`src/rtl/alu_input_ctrl.sv`:
```
// ALU front end: synchronises and debounces three push-buttons, turns each debounced
// press into a one-cycle load strobe and captures the switch bank into A, B or the opcode.
module alu_input_ctrl #(
  parameter int NB_DATA     = 8,
  parameter int NB_OP       = 6,
  parameter int DBNC_CYCLES = 1000000
) (
  input  logic               clk,
  input  logic               i_rst_n,
  input  logic [2:0]         i_btn,
  input  logic [NB_DATA-1:0] i_sw_data,
  input  logic [NB_OP-1:0]   i_sw_op,
  output logic [NB_DATA-1:0] o_data_a,
  output logic [NB_DATA-1:0] o_data_b,
  output logic [NB_OP-1:0]   o_op,
  output logic [2:0]         o_load,
  output logic [2:0]         o_btn_db
);

  localparam int NB_CNT = $clog2(DBNC_CYCLES);
  localparam logic [NB_CNT-1:0] CNT_LAST = NB_CNT'(DBNC_CYCLES - 1);

  logic [2:0]        sync_1;
  logic [2:0]        sync_2;
  logic [2:0]        btn_db_prev;
  logic [NB_CNT-1:0] dbnc_cnt [3];
  logic [2:0]        press;
  logic [2:0]        load_sel;

  // A level is accepted only after DBNC_CYCLES consecutive samples disagree with the
  // current debounced level; any sample that agrees restarts the count.
  always_ff @(posedge clk or negedge i_rst_n) begin
    if (!i_rst_n) begin
      sync_1      <= '0;
      sync_2      <= '0;
      o_btn_db    <= '0;
      btn_db_prev <= '0;
      for (int i = 0; i < 3; i++) dbnc_cnt[i] <= '0;
    end else begin
      sync_1      <= i_btn;
      sync_2      <= sync_1;
      btn_db_prev <= o_btn_db;
      for (int i = 0; i < 3; i++) begin
        if (sync_2[i] == o_btn_db[i]) begin
          dbnc_cnt[i] <= '0;
        end else if (dbnc_cnt[i] == CNT_LAST) begin
          o_btn_db[i] <= sync_2[i];
          dbnc_cnt[i] <= '0;
        end else begin
          dbnc_cnt[i] <= dbnc_cnt[i] + 1'b1;
        end
      end
    end
  end

  assign press = o_btn_db & ~btn_db_prev;

  // Coincident presses are resolved A > B > OP; the losers are dropped, not queued.
  always_comb begin
    load_sel = 3'b000;
    if (press[0])      load_sel = 3'b001;
    else if (press[1]) load_sel = 3'b010;
    else if (press[2]) load_sel = 3'b100;
  end

  always_ff @(posedge clk or negedge i_rst_n) begin
    if (!i_rst_n) begin
      o_data_a <= '0;
      o_data_b <= '0;
      o_op     <= '0;
      o_load   <= '0;
    end else begin
      o_load <= load_sel;
      if (load_sel[0]) o_data_a <= i_sw_data;
      if (load_sel[1]) o_data_b <= i_sw_data;
      if (load_sel[2]) o_op     <= i_sw_op;
    end
  end

endmodule
```
`config.mk`:
```
export PLATFORM = sky130hd
export DESIGN_NAME = alu_input_ctrl
export DESIGN_NICKNAME = d
export VERILOG_FILES = /design/src/rtl/alu_input_ctrl.sv
export SDC_FILE = /design/constraint.sdc
export NUM_CORES = 1
export LEC_CHECK = 0
export BUFFER_PORTS_ARGS = -buffer_cell sky130_fd_sc_hd__buf_2
export CAP_MARGIN = 20
export CORE_ASPECT_RATIO = 0.8
export CORE_UTILIZATION = 45
export CTS_CLUSTER_SIZE = 8
export DETAILED_ROUTE_END_ITERATION = 7
export PLACE_DENSITY = 0.63
export SLEW_MARGIN = 5
export SYNTH_ARGS = -nofsm -noshare
export SYNTH_HDL_FRONTEND = slang
export SYNTH_SLANG_ARGS = --single-unit
```
`constraint.sdc`:
```
create_clock -name clk -period 3.1 [get_ports clk]
set_clock_uncertainty 0.05 [all_clocks]
set_input_delay 0.465 -clock clk [delete_from_list [all_inputs] [get_ports clk]]
set_output_delay 0.465 -clock clk [all_outputs]
set_load 0.02 [all_outputs]
```
======== After elaboration in Yosys (flattened, before gate mapping) ========
Index checks and enable logic that the tools add are counted.
storage, ports and cells
  output and inout bits ................... 28
  word-level logic and storage cells ...... 39
  register bits ........................... 97
  bits of input ports ..................... 19
operators by class
  eq/ne operators ......................... 6
  add/sub/neg operators ................... 3
  bitwise operators ....................... 5
  multiplexer cells ....................... 9
  reductions and logical operators ........ 3
operators with widths
  kind                                           count
  2-to-1 mux 20 bit                              6
  adder 20 x 1 -> 20 bit, second input constant  3
  equality test 20 bit, second input constant    3
  2-to-1 mux 3 bit                               3
  AND reduction 2 bit                            3
  AND 3 bit                                      1
  equality test 1 bit                            3
  inverter 1 bit                                 3
  inverter 3 bit                                 1

======== Logic depth before layout (Yosys ltp) ========
Gate-level depths: netlist of run 1.
  word-level depth ........................ 5
  depth in mapped cells ................... 6
  depth with buffers taken out ............ 5

======== Worst setup path after synthesis of run 1 ========
Ideal clock, no wire load.
  kind .................................... flip-flop to flip-flop
  start point ............................. reg dbnc_cnt[48] (netlist bit)
  end point ............................... reg o_btn_db[0]
  slack ................................... 1.058 ns
  required time ........................... 2.925 ns
  setup time .............................. 0.125 ns
  period minus slack after synthesis ...... 2.042 ns
  path buffers ............................ 0
  cell stages (with the launch flop) ...... 5
  arrival ................................. 1.868 ns
  cell sequence ........................... dfrtp_1 or4b_2 or4_1 nor2_1 mux2_2
on the way
  longest elaborated chain between the ends .. 2
ends and longest elaborated chain
  what                                  line  RTL
  start, declared                       26    logic [NB_CNT-1:0] dbnc_cnt [3];
  start signal, assigned by index       50    dbnc_cnt[i] <= dbnc_cnt[i] + 1'b1;
  equality test 20 bit                  46    end else if (dbnc_cnt[i] == CNT_LAST) begin
  AND reduction 2 bit (no source line)  n/a
  end signal, assigned by index         47    o_btn_db[i] <= sync_2[i];
  end, declared                         17    output logic [2:0] o_btn_db
Every way passes these cells.
A chain may end at the register's enable or synchronous reset.

======== Final worst setup path of run 1 ========
  start point ............................. reg dbnc_cnt[40] (netlist bit)
  end point ............................... reg dbnc_cnt[58] (netlist bit)
on the way
  longest elaborated chain between the ends .. 3
  elaborated cells between the ends (all ways) .. 4
  those cells by class .................... 1 x add/sub; 1 x eq/ne; 2 x mux
ends and longest elaborated chain
  what                                                            line    RTL
  adder 20 x 1 -> 20 bit or equality test 20 bit (tied branches)  50, 46
  2-to-1 mux 20 bit *                                             46
  2-to-1 mux 20 bit *                                             44      if (sync_2[i] == o_btn_db[i]) begin
Every way passes the cells marked *; elsewhere a longest branch is shown, timed or not.

==> impl_metrics.env, run 1 <==
export IMPL_coreArea_um2=9154
export IMPL_cts_clk_slew_worst_paths_ns=0.07
export IMPL_die_width_um=111.4
export IMPL_clk_path_buf_depth=2
export IMPL_worstSetupPathType="reg -> reg"
export IMPL_num_vias=2999
export IMPL_p_sw_share_pct=21.72
export IMPL_p_sw_uw=545.5
export IMPL_timing_fmax_mhz=462.0
export IMPL_numClockSinks=97
export IMPL_fin_cells=565
export IMPL_seq_power_share_pct=51.8
export IMPL_antennaDiodeCount=0
export IMPL_violations="design-rule violations"
export IMPL_viasPerCell=5.308
export IMPL_cts_tree="built"
export IMPL_syn_nets=412
export IMPL_area_delta_synth_final_pct=16.51
export IMPL_start_util_pct=47.03
export IMPL_drc=8
export IMPL_leakage_uw=0.002213
export IMPL_place_area_um2=4713
export IMPL_grt_pass1_vias=2920
export IMPL_irDropWorstVdd_mv=0.4703
export IMPL_slew_headroom_pct=54.08
export IMPL_fin_crit_sh_pct=69.82
export IMPL_finalWirelength_um=7981
export IMPL_cts_resized=0
export IMPL_finalNetCount=468
export IMPL_place_inst=550
export IMPL_yosys_cell_types_count=37
export IMPL_hold_violations=0
export IMPL_synth_seq_cells=97
export IMPL_port_buffers=46
export IMPL_power_uw=2511
export IMPL_hp_class="in -> async"
export IMPL_clkPwrFrac_pct=44.6
export IMPL_grt_max_degree=51
export IMPL_cp_arrival_ns=2.39
export IMPL_grt_overflow=0
export IMPL_setup_ws_ns=0.9355
export IMPL_synthesis_area_um2=4305
export IMPL_drtIter0Drc=167
export IMPL_dieArea_um2=9965
export IMPL_p_per_area_nw_per_um2=500.6
export IMPL_dr_pass1_iters=6
export IMPL_cts_made_buffers=9
export IMPL_rsz0062_at_grt="false"
export IMPL_cp_required_ns=3.33
export IMPL_htree_levels=3
export IMPL_ys_warn_count=0
export IMPL_wl_per_cell_um=14.13
export IMPL_io_pins=47
export IMPL_power_frac_comb_pct=3.7
export IMPL_cp_max_fo=7
export IMPL_min_period_ns=2.165
export IMPL_run_status="finished, violations left"
export IMPL_final_area_um2=5016
export IMPL_intPower_uw=1966
export IMPL_die_y_um=89.49
export IMPL_post_cts_buffers=0
export IMPL_fin_setup_tns_ns=0
export IMPL_routabilityCongestion=0.7789
export IMPL_antenna_found_initial=0
export IMPL_synthCells=390
export IMPL_layout_drive_gt1_share_pct=23.56
export IMPL_cts_root_buf="clkbuf_16"
export IMPL_worst_pin_slew_ns=0.6836
export IMPL_syn_area_per_cell_um2=11.04
export IMPL_cap_violations=0
export IMPL_endpoint_kind="flip-flop"
export IMPL_ant_nets=0
export IMPL_ys_seq_area_share_pct=56.38
export IMPL_fillers=811
export IMPL_row_count=31
export IMPL_cts_hold_buf=0
export IMPL_setup_viol=0
export IMPL_maxSlewViolCount=0
export IMPL_grt_pass1_wl_um=13890
export IMPL_place_hpwl_um=5450
export IMPL_preCtsSetupSlack_ns=0.9424
export IMPL_clock_latency_ns=0.34
export IMPL_track_usage_pct=17.99
export IMPL_start_kind="flip-flop"
-- path summary, 6_finish.rpt --
check / from / to / slack, ns / depth (start not counted)
worst min-delay path: i_rst_n / dbnc_cnt[27] / 0.09 / 1
min in group clk: i_btn[1] / sync_1[1] / 0.17 / 1
max in group asynchronous: i_rst_n / dbnc_cnt[34] / 2.08 / 2
worst min register to register: sync_1[0] / sync_2[0] / 0.30 / 0
worst max register to register: dbnc_cnt[40] / dbnc_cnt[58] / 0.94 / 5
worst max-delay path: dbnc_cnt[40] / dbnc_cnt[58] / 0.94 / 5
-- synth_stat cells --
cell type   n  area (um^2)
o21ai_1     1        5.000
or4_1       7        52.55
nor4b_2     1        15.01
xnor2_1    27        236.5
dfrtp_1    97         2427
buf_2       3        15.01
a21oi_1    13        65.06
mux2_2     25        281.5
or4b_2      2        20.02
nand4b_1    1        8.760
clkbuf_1    7        26.28
nor2_1     48        180.2
inv_1      12        45.04
o31ai_2     1        12.51
nor3_1     12        60.06
a31o_2      2        17.52
nand3_1    20        100.1
and4_1      1        8.760
and2_1      2        12.51
o31ai_1     5        37.54
or2_2       1        6.260
nor2b_1     2        12.51
a21oi_2     1        8.760
nand3_4     1        17.52
nand3b_1    3        22.52
nor4b_1     3        26.28
nand2b_1    2        12.51
ha_1        3        37.54
nand2_1    20        75.07
or4_4       1        11.26
xor2_1     14        122.6
nand4_1    14        87.58
o21ai_0     9        45.04
mux2i_1     3        30.03
nor4_1     14        87.58
and3_1      9        56.30
or3_1       3        18.77
-- power by group through the flow --
stage               Sequential [uW]  Clock, uW  Combinational (uW)
floorplan                      1330          0                34.6
global placement               1320          0                93.6
detailed placement             1320          0                95.2
CTS                            1300       1160                96.0
global route                   1300       1200                 108
finish                         1300       1120                92.4
-- cell usage in the layout, fill, tap and decap left out, drive strengths merged, types with 14 or more instances in the layout --
| cell | netlist | layout |
|---|---|---|
| a21oi | 14 | 14 |
| buf | 3 | 55 |
| dfrtp | 97 | 97 |
| inv | 12 | 14 |
| mux2 | 25 | 25 |
| nand2 | 20 | 20 |
| nand3 | 21 | 21 |
| nand4 | 14 | 14 |
| nor2 | 48 | 48 |
| nor4 | 14 | 14 |
| xnor2 | 27 | 27 |
| xor2 | 14 | 14 |
-- worst max-delay path: stages, from the launching register on --
cell     delay [ns]
dfrtp_1        0.41
ha_1           0.24
nand2_1        0.10
or4_1          0.64
or4_4          0.53
a21oi_2        0.14
-- final cells by class --
cell class,count,area [um^2],share of cell area (%)
clock buffers,10,239.0,4.764
flip-flops and latches,97,2427,48.39
multi-input cells,271,1797,35.82
inverters,12,45.04,0.8980
repair buffers,55,300.3,5.987
clock inverters,5,63.81,1.272
well taps,115,143.9,2.869
-- cells by family (layout without fill, tap and decap cells) --
family	Yosys count	after routing	share of synthesized area [%]
AOI/OAI and AO/OA	32	32	4.446
muxes	28	28	7.236
buffers and inverters	22	82	2.005
xor gates and xnor gates	41	41	8.341
DFF	97	97	56.38
and+or+nand+nor	167	167	20.72
adders and majority gates	3	3	0.8719
-- metal layers --
layer  up-vias  global-route usage, %  wire [um]
met5         -                      0          0
met3         8                  5.153        355
met2        52                  27.39       3529
met4         0                  5.528         72
met1      1452                  25.13       4024
li1       1487                      -          -
-- metrics by stage --
stage          util, %  hold slack (ns)
2_1_floorplan        -           0.1194
3_3_place_gp     51.49           0.2870
3_5_place_dp     51.49           0.2863
4_1_cts          54.80           0.1184
5_1_grt          54.80           0.1427
6_report         54.80          0.09413
-- state kept, by name (all words and copies together) (netlist names) --
signal / flops
dbnc_cnt: 60
o_data_a: 8
o_data_b: 8
o_op: 6
btn_db_prev: 3
o_btn_db: 3
o_load: 3
sync_1: 3
sync_2: 3
No activity file was read; power rests on OpenSTA's default activity.
==> run 2, diff against run 1 <==
- clock period: 3.1 -> 2.18 ns (I/O delays scaled with it)
==> impl_metrics.env, run 2 (synthesized netlist as in run 1, its figures left out) <==
export IMPL_grt_pass1_wl_um=14430
export IMPL_irDropWorstVdd_mv=0.5071
export IMPL_regMostFlops="dbnc_cnt"
export IMPL_worst_pin_slew_ns=0.5894
export IMPL_fin_setup_tns_ns=0
export IMPL_cp_required_ns=2.36
export IMPL_final_core_util_pct=56.25
export IMPL_final_common_cell="dfrtp_1"
export IMPL_dr_wl_met2_um=3798
export IMPL_cts_tree="built"
export IMPL_drc=9
export IMPL_ant_nets=0
export IMPL_fin_cells=579
export IMPL_cts_clk_slew_worst_paths_ns=0.06
export IMPL_numClockSinks=97
export IMPL_clock_latency_ns=0.34
export IMPL_endpoint_kind="flip-flop"
export IMPL_top_layer_used="met4"
export IMPL_num_vias=3083
export IMPL_crit_path_cell_trace="or4b_2, or4_1, nor2_1, mux2_2"
export IMPL_final_area_um2=5149
export IMPL_grt_max_degree=45
export IMPL_timing_fmax_mhz=478.8
export IMPL_wl_met3_um=337
export IMPL_cts_made_buffers=9
export IMPL_coreArea_um2=9154
export IMPL_finalWirelength_um=8303
export IMPL_start_util_pct=47.03
export IMPL_routabilityCongestion=0.8210
export IMPL_port_buffers=46
export IMPL_io_pins=47
export IMPL_die_y_um=89.49
export IMPL_cts_root_buf="clkbuf_16"
export IMPL_finalNetCount=481
export IMPL_p_per_area_nw_per_um2=699.3
export IMPL_drt_met1_wl_um=4056
export IMPL_post_cts_buffers=0
export IMPL_grt_overflow=0
export IMPL_grt_pass1_vias=3072
export IMPL_die_width_um=111.4
export IMPL_violations="design-rule violations"
export IMPL_slew_headroom_pct=60.34
export IMPL_cp_arrival_ns=2.27
export IMPL_area_delta_synth_final_pct=19.59
export IMPL_setup_viol=0
export IMPL_cp_max_fo=2
export IMPL_dr_pass1_iters=6
export IMPL_row_count=31
export IMPL_r2r_start="dbnc_cnt[48]"
export IMPL_slowest_stage="or4b_2"
export IMPL_maxSlewViolCount=0
export IMPL_worstSetupPathType="reg -> reg"
export IMPL_hold_violations=0
export IMPL_start_kind="flip-flop"
export IMPL_min_period_ns=2.089
export IMPL_drtIter0Drc=143
export IMPL_run_status="finished, violations left"
export IMPL_min_delay_start="i_btn[1]"
export IMPL_biggestRegsByFlops="dbnc_cnt (60), o_data_a (8), o_data_b (8)"
export IMPL_crit_start="dbnc_cnt[48]"
export IMPL_dieArea_um2=9965
export IMPL_clk_path_buf_depth=2
export IMPL_viasPerCell=5.325
export IMPL_antennaDiodeCount=0
export IMPL_critPathMaxStageDelay_ns=0.65
export IMPL_critPathBufInv=0
export IMPL_place_inst=562
export IMPL_track_usage_pct=18.77
export IMPL_leakage_uw=0.002292
export IMPL_place_area_um2=4816
export IMPL_layout_drive_gt1_share_pct=25.86
export IMPL_rsz0062_at_grt="false"
export IMPL_fin_crit_sh_pct=95.81
export IMPL_crit_family="simple AND/OR/NAND/NOR gates"
export IMPL_final_cell_mix="97 x dfrtp_1, 48 x nor2_1, 45 x buf_2, 27 x xnor2_1, 25 x mux2_2"
export IMPL_wl_per_cell_um=14.34
export IMPL_largest_reg_flops=60
export IMPL_place_hpwl_um=5850
export IMPL_cap_violations=0
export IMPL_antenna_found_initial=0
export IMPL_htree_levels=3
export IMPL_fillers=809
export IMPL_hp_class="in -> reg"
==> run 2: routing by layer <==
metal  global-route usage (%)  vias up
met3                    5.424        9
met2                    29.77       53
met5                        0        -
li1                         -     1510
met4                    8.477        0
met1                    24.27     1511
==> run 2: final cells by class <==
type                       count  area [um^2]  area share (%)
clock buffer                  12        256.5           4.982
clock inverter                 4        51.30          0.9964
inverter                      12        45.04          0.8748
multi-input combinational    271         1804           35.04
sequential                    97         2427           47.14
tap                          115        143.9           2.795
timing repair buffer          68        420.4           8.165
==> run 2: final timing paths <==
kind,endpoint,slack [ns],depth (start not counted)
worst max-delay path,o_btn_db[0],0.09,4
worst min-delay path,sync_1[1],0.03,1
worst max register to register,o_btn_db[0],0.09,4
worst min register to register,sync_2[0],0.30,0
max in group asynchronous,dbnc_cnt[33],0.99,3
min in group asynchronous,dbnc_cnt[58],0.48,2
==> run 2: report_power, final <==
part	switching (uW)	internal (uW)	total, uW
sequential	20.1	1830	1850
combinational	89.5	53.2	143
clock	660	952	1610
==> run 2: per-stage QoR <==
stage	total power (uW)	hold WS [ns]	worst slack [ns]
floorplan	1935	-0.01859	0.1375
global placement	2019	0.2880	0.08988
detailed placement	2023	0.2940	0.02110
CTS	3655	0.01754	0.01395
global route	3730	0.02820	0.0007543
finish	3600	0.03357	0.09141
==> run 2: what timing repair did <==
| action | in CTS | in global routing |
|---|---|---|
| hold endpoints to repair | 41 | 0 |
| hold buffers | 1 | 0 |
| gates resized for setup | 0 | 4 |
| endpoints found under the setup margin | 0 | 20 |
